File: config.mk
export PLATFORM = sky130hd
export DESIGN_NAME = game_round_ctrl
export DESIGN_NICKNAME = d
export VERILOG_FILES = /design/src/rtl/game_round_ctrl.sv
export SDC_FILE = /design/constraint.sdc
export NUM_CORES = 1
export LEC_CHECK = 0
export CAP_MARGIN = 20
export CORE_MARGIN = 8
export CORE_UTILIZATION = 62
export CTS_CLUSTER_DIAMETER = 40
export DETAILED_ROUTE_END_ITERATION = 6
export PLACE_DENSITY = 0.87
export SYNTH_ARGS = -nofsm -noshare
export SYNTH_HDL_FRONTEND = slang
export SYNTH_SLANG_ARGS = --single-unit
File: constraint.sdc
create_clock -name clk -period 4.7 [get_ports clk]
set_input_delay 0.47 -clock clk [delete_from_list [all_inputs] [get_ports clk]]
set_output_delay 0.47 -clock clk [all_outputs]
set_load 0.03 [all_outputs]
File: src/rtl/game_round_ctrl.sv
// Round controller for the switch-entry sequence game: sequences CLEAR, SHOW,
// ENTRY, CHECK and RESULT phases, owns the sequence index and the user shift register.
module game_round_ctrl #(
  parameter int unsigned SHOW_CYCLES    = 50_000_000,
  parameter int unsigned TIMEOUT_CYCLES = 500_000_000,
  parameter int unsigned MAX_MISTAKES   = 3
) (
  input  logic       clk,
  input  logic       reset,
  input  logic       start,
  input  logic       enter,
  input  logic       sw_bit,
  input  logic [7:0] gen_seq,
  input  logic [7:0] mistakes,
  output logic [2:0] index,
  output logic       show,
  output logic [7:0] user_seq,
  output logic [3:0] entry_cnt,
  output logic       clear,
  output logic       score_ld,
  output logic       mistakes_ld,
  output logic       game_over
);

  localparam int SHOW_W = (SHOW_CYCLES > 1) ? $clog2(SHOW_CYCLES) : 1;
  localparam int TO_W   = (TIMEOUT_CYCLES > 1) ? $clog2(TIMEOUT_CYCLES) : 1;
  localparam logic [SHOW_W-1:0] SHOW_MAX = SHOW_W'(SHOW_CYCLES - 1);
  localparam logic [TO_W-1:0]   TO_MAX   = TO_W'(TIMEOUT_CYCLES - 1);
  localparam logic [7:0]        MIST_MAX = 8'(MAX_MISTAKES);

  typedef enum logic [2:0] {
    IDLE, CLEAR, SHOW, ENTRY, CHECK, RESULT, OVER
  } state_e;

  state_e            state_q, state_d;
  logic [2:0]        index_q, index_d;
  logic [7:0]        userSeq_q, userSeq_d;
  logic [3:0]        entryCnt_q, entryCnt_d;
  logic [SHOW_W-1:0] showCnt_q, showCnt_d;
  logic [TO_W-1:0]   toCnt_q, toCnt_d;
  logic              timedOut_q, timedOut_d;

  always_ff @(posedge clk or negedge reset) begin
    if (!reset) begin
      state_q    <= IDLE;
      index_q    <= '0;
      userSeq_q  <= '0;
      entryCnt_q <= '0;
      showCnt_q  <= '0;
      toCnt_q    <= '0;
      timedOut_q <= 1'b0;
    end else begin
      state_q    <= state_d;
      index_q    <= index_d;
      userSeq_q  <= userSeq_d;
      entryCnt_q <= entryCnt_d;
      showCnt_q  <= showCnt_d;
      toCnt_q    <= toCnt_d;
      timedOut_q <= timedOut_d;
    end
  end

  always_comb begin
    state_d    = state_q;
    index_d    = index_q;
    userSeq_d  = userSeq_q;
    entryCnt_d = entryCnt_q;
    showCnt_d  = showCnt_q;
    toCnt_d    = toCnt_q;
    timedOut_d = timedOut_q;
    case (state_q)
      IDLE, OVER: begin
        if (start) begin
          state_d    = CLEAR;
          index_d    = '0;
          userSeq_d  = '0;
          entryCnt_d = '0;
        end
      end
      CLEAR: begin
        index_d    = '0;
        userSeq_d  = '0;
        entryCnt_d = '0;
        showCnt_d  = '0;
        state_d    = SHOW;
      end
      SHOW: begin
        toCnt_d    = '0;
        timedOut_d = 1'b0;
        if (showCnt_q == SHOW_MAX) begin
          showCnt_d = '0;
          state_d   = ENTRY;
        end else begin
          showCnt_d = showCnt_q + 1'b1;
        end
      end
      ENTRY: begin
        toCnt_d = toCnt_q + 1'b1;
        if (enter) begin
          userSeq_d  = {userSeq_q[6:0], sw_bit};
          entryCnt_d = entryCnt_q + 4'd1;
        end
        // The 8th strobe takes priority over a timeout expiring in the same cycle
        if (enter && (entryCnt_q == 4'd7)) begin
          state_d = CHECK;
        end else if ((TIMEOUT_CYCLES != 0) && (toCnt_q == TO_MAX)) begin
          timedOut_d = 1'b1;
          state_d    = CHECK;
        end
      end
      CHECK: begin
        index_d = index_q + 3'd1;
        state_d = RESULT;
      end
      RESULT: begin
        if (mistakes >= MIST_MAX) begin
          state_d = OVER;
        end else begin
          userSeq_d  = '0;
          entryCnt_d = '0;
          showCnt_d  = '0;
          state_d    = SHOW;
        end
      end
      default: state_d = IDLE;
    endcase
  end

  logic seqMatch;
  assign seqMatch = !timedOut_q && (userSeq_q == gen_seq);

  assign index       = index_q;
  assign user_seq    = userSeq_q;
  assign entry_cnt   = entryCnt_q;
  assign show        = (state_q == SHOW);
  assign clear       = (state_q == CLEAR);
  assign score_ld    = (state_q == CHECK) && seqMatch;
  assign mistakes_ld = (state_q == CHECK) && !seqMatch;
  assign game_over   = (state_q == OVER);

endmodule

Word-level counts from Yosys, hierarchy flattened --
Cells that the tools add are included.
Operators by class: add/subtract/negate cells 4, multiply operators 0, divide/modulo/power cells 0, magnitude comparators 1, equality and inequality tests 17, shifts and indexed selects 0, multiplexer cells 23, bitwise operators 0, reduce and logical (&&, ||, !) cells 17
Operators by type and width (number):
- 26-bit one-hot mux with 3 select lines | 1
- 29-bit one-hot mux with 2 select lines | 1
- 26-bit two-way mux | 2
- 8-bit one-hot mux with 4 select lines | 1
- 29-bit by 1-bit adder with 29-bit output (second input constant) | 1
- 29-bit == test (second input constant) | 1
- 26-bit by 1-bit adder with 26-bit output (second input constant) | 1
- 26-bit == test (second input constant) | 1
- 8-bit two-way mux | 3
- 3-bit two-way mux | 6
- 3-bit one-hot mux with 6 select lines | 1
- 4-bit one-hot mux with 4 select lines | 1
- 4-bit two-way mux | 3
- 2-bit != test (second input constant) | 5
- 3-bit == test (second input constant) | 3
- 3-bit one-hot mux with 3 select lines | 1
- 8-bit == test | 1
- 8-bit by 2-bit greater-or-equal comparator with 1-bit output (second input constant) | 1
- 3-bit by 2-bit == test with 1-bit output (second input constant) | 2
- 3-bit AND reduction | 2
- 3-bit nonzero test | 2
- 4-bit by 1-bit adder with 4-bit output (second input constant) | 1
- 4-bit by 3-bit == test with 1-bit output (second input constant) | 1
- 1-bit logical AND | 4
- other kinds (13) | 16
Storage, ports and cells: flip-flop bits (word level) 74, latch bits 0, bits in writable memories 0, bits in read-only memories 0, input port bits 21, logic and storage cells 69, memories 0

Logic depth before layout (Yosys ltp) --
word-level depth 4, mapped depth 8, gate-level depth less buffers 6

Worst setup path before layout --
Ideal clock, no wire load.
path kind flip-flop to output port, start point reg state_q[0], end point out mistakes_ld, data arrival time 1.592 ns, data required time 4.230 ns, slack 2.638 ns, cell stages (with the launch flop) 5, path buffers 2, cell sequence dfrtp_1 -> buf_2 -> clkbuf_1 -> or3_1 -> a31oi_1
On the way: longest elaborated chain between the ends 2
Ends and longest elaborated chain:
- from (decl) | line 35 | state_e state_q, state_d;
- from (signal assigned) | line 53 | state_q <= state_d;
- 3-bit == test | line 138 | assign mistakes_ld = (state_q == CHECK) && !seqMatch;
- 1-bit logical AND | line 138
- to (decl) | line 21 | output logic mistakes_ld,
Every way passes these cells.

Final worst setup path --
start point in gen_seq[4], end point out score_ld
On the way: longest elaborated chain between the ends 3
Ends and longest elaborated chain:
- from (decl) | line 13 | input logic [7:0] gen_seq,
- 8-bit == test | line 130 | assign seqMatch = !timedOut_q && (userSeq_q == gen_seq);
- 1-bit logical AND | line 130
- 1-bit logical AND | line 137 | assign score_ld = (state_q == CHECK) && seqMatch;
- to (decl) | line 20 | output logic score_ld,
Every way passes these cells.

==> summary.txt <==
Run status
  • Status: complete, no violations

Layout
  • Final non-filler cell total: 577
  • Filler cell count: 506
  • Post-layout util: 0.717
  • Nets: 518
  • ANT cells: 0
  • Share of cells above drive strength 1: 0.0604
  • Area growth syn-to-layout: 14.7%

Yosys
  • Largest cells by area after synthesis: dfrtp_1, xnor2_1, nor2_1
  • Syn_nets: 487
  • Cells after Synth: between 400 and 500
  • Syn. warnings: 0
  • Async SR Flop Fraction: 1.00
  • Avg Inst Size Synth: 9.01 um2
  • Seq cells post-synth: 74
  • Synth area leader: dfrtp_1
  • Synth Cell Area: 0.00415 mm2
  • Yosys top cell area share: 0.446
  • Top_reg_cell synth: dfrtp_1
  • Sequential element share of the synthesized area: 0.446
  • Post-synth EDFFs: 0
  • Unique masters post-synth: 57

Detailed routing
  • Drt wl/cell: 16.0 um
  • DRC violations left: 0
  • Initial DRC count: 141
  • Vias per cell: ~6
  • Via count: 3486
  • Detailed-route wire length: just over 9 mm
  • First-pass DRT Iterations: 4
  • Remaining antenna violation count: 0

STA
  • Fin. max-slew vios: 0
  • Final Hold Viols: 0
  • WHS: around 270 ps
  • Max frequency: 0.342 GHz
  • RSZ-0062 raised after global routing: false
  • Setup violators final: 0
  • Max-slew headroom: 0.358
  • Fin crit period: between 2000 and 3000 ps
  • Worst Skew: 6.55 ps
  • Final period util: 0.622
  • Final TNS setup: 0 ps
  • Worst slew pin tran: 963 ps
  • Setup ws final: approximately 1800 ps

Critical path
  • Flop2flop setup slack: 1920 ps
  • Worst Setup Start Kind: input pin
  • Worst R2R Start: state_q[1]
  • Crit-path max FO: 2
  • R2r worst-path depth: 5
  • Crit path from: gen_seq[4]
  • Critical Path Max Stage Delay: 680 ps
  • Slowest CP cell: clkdlybuf4s50_1
  • Most used cell, CP: clkdlybuf4s50_1
  • Reg-to-reg endpoint: toCnt_q[27]
  • Critical path class: input pin to primary output
  • Critical Path AT: 2450 ps
  • CP Capture Type: primary output
  • CP Cell Sequence: clkdlybuf4s50_1 -> xor2_1 -> nor4_1 -> nand3_1 -> nor2_1 -> clkdlybuf4s50_1
  • Req. time, crit path: ~4200 ps
  • Crit path to: score_ld

Placement
  • Pre-CTS setup slack: 1770 ps
  • Port Buffers: 40
  • DP HPWL: 6.53 mm
  • RePlAce Congestion: a little over 0.9
  • Placed Instances: 561

Floorplan
  • Core box area: 0.00664 mm2
  • Die Footprint: about 0.0096 mm2
  • Die W: a little under 100 um
  • FP Rows: 30
  • I/O pin total: between 40 and 50
  • Initial Utilization: 0.625
  • Die Height: 97.8 um

CTS
  • Sink Count: 74
  • Root Buffer: clkbuf_8
  • Cts bufs inserted: 9
  • Post-CTS Setup Bufs: 0
  • Post-cts hold buffer count: 0
  • Post-cts sizing count: 0
  • Clock buffer depth: 2
  • Worst-Skew Late Latency: 340 ps
  • # H-tree levels: 3
  • Clock-pin slew on the worst setup and hold paths: 80 ps
  • TritonCTS clock tree: yes

Pwr
  • Maximum resistive drop on vdd: 0.542 mV
  • Power Density: 434 mW/mm2
  • LEAKAGE: 1.89 nW

Global route
  • Grt ovf: 0
  • Initial antenna violation count: 0
  • All-Layer GR Usage: 0.199
  • Vias in the first global route: 3404
  • Largest net degree at the start of global routing: 44
  • Global-route wire length before repair: 15.9 mm

Run
  • Max Cap Viol: 0

Min path
  • Worst Hold Class: input pin to async pin
[cell usage after synthesis, types with 4 or more instances]
master,n
and4_1,6
a22o_1,4
and3_1,6
a21oi_1,10
o21ai_1,23
nor3_1,15
ha_1,5
buf_2,4
xor2_1,10
nor2_1,58
nand2_1,31
clkbuf_1,13
or3_1,8
nor2b_1,4
nand4_1,18
nor4_1,20
inv_1,23
nand3_1,32
dfrtp_1,74
o21ai_0,4
xnor2_1,36
[metrics by stage]
stage,power [mW],area (um2)
finish,2.07,4760
global route,2.18,4760
CTS,2.07,4760
detailed placement,1.56,4560
global placement,1.53,4560
floorplan,1.37,4150
[flip-flops by register name (all words and copies together), names as in the netlist]
signal and flops:
entry_cnt 4, index 3, showCnt_q 26, state_q 3, timedOut_q 1, toCnt_q 29
user_seq 8
[metal layers]
layer,track usage,part of all wire,vias up
met5,0,0,-
met4,0.0743,0.013,0
met3,0.0363,0.029,10
met2,0.330,0.50,55
met1,0.252,0.45,1721
li1,-,-,1700
[worst max-delay path: cells and delay by family]
family        cells  cell delay, ps
buf+inv           2            1100
simple gates      3             720
xor+xnor          1             150
[final cells by class]
type                       instances  area [um2]  area share
multi-input combinational        340        2100       0.440
sequential                        74        1850       0.389
timing repair buffer              43         418      0.0878
clock buffer                      12         155      0.0326
tap                               80         100      0.0210
inverter                          24        90.1      0.0189
clock inverter                     4        50.0      0.0105
[cells by family after synthesis]
logic type,Yosys count,synth area share
adder cells (fa/ha/maj),5,0.0151
multiplexers,3,0.00723
flip-flops,74,0.446
buffers and inverters,47,0.0491
XOR/XNOR,46,0.0970
AO/OA/AOI/OAI,64,0.0983
AND/OR/NAND/NOR,222,0.287
[power breakdown]
group / leakage [nW] / switching [mW] / internal (mW)
Combinational: 0.765 / 0.513 / 0.257
Clock: 0.0986 / 0.235 / 0.274
Sequential: 1.02 / 0.0945 / 0.693
[placed cells by master, fill, tap and decap left out, types with 4 or more instances in the layout]
| cell type | instances |
|---|---|
| clkdlybuf4s50_1 | 39 |
| clkbuf_8 | 11 |
| and4_1 | 6 |
| xnor2_1 | 36 |
| o21ai_1 | 23 |
| and3_1 | 6 |
| ha_1 | 5 |
| a21oi_1 | 10 |
| nor3_1 | 15 |
| xor2_1 | 10 |
| or3_1 | 8 |
| inv_1 | 23 |
| a22o_1 | 4 |
| nor2b_1 | 4 |
| nand3_1 | 32 |
| nand4_1 | 18 |
| dfrtp_1 | 74 |
| o21ai_0 | 4 |
| nor2_1 | 58 |
| nand2_1 | 31 |
| nor4_1 | 20 |
[worst min path at each step]
stage                               to        from  cells past startpoint
after floorplan           entry_cnt[0]       reset                      0
after global placement      timedOut_q  timedOut_q                      2
after detailed placement    timedOut_q  timedOut_q                      2
after CTS                  user_seq[4]       reset                      1
after global routing       user_seq[4]       reset                      1
final                      user_seq[4]       reset                      1
No activity file was read; power rests on OpenSTA's default activity.
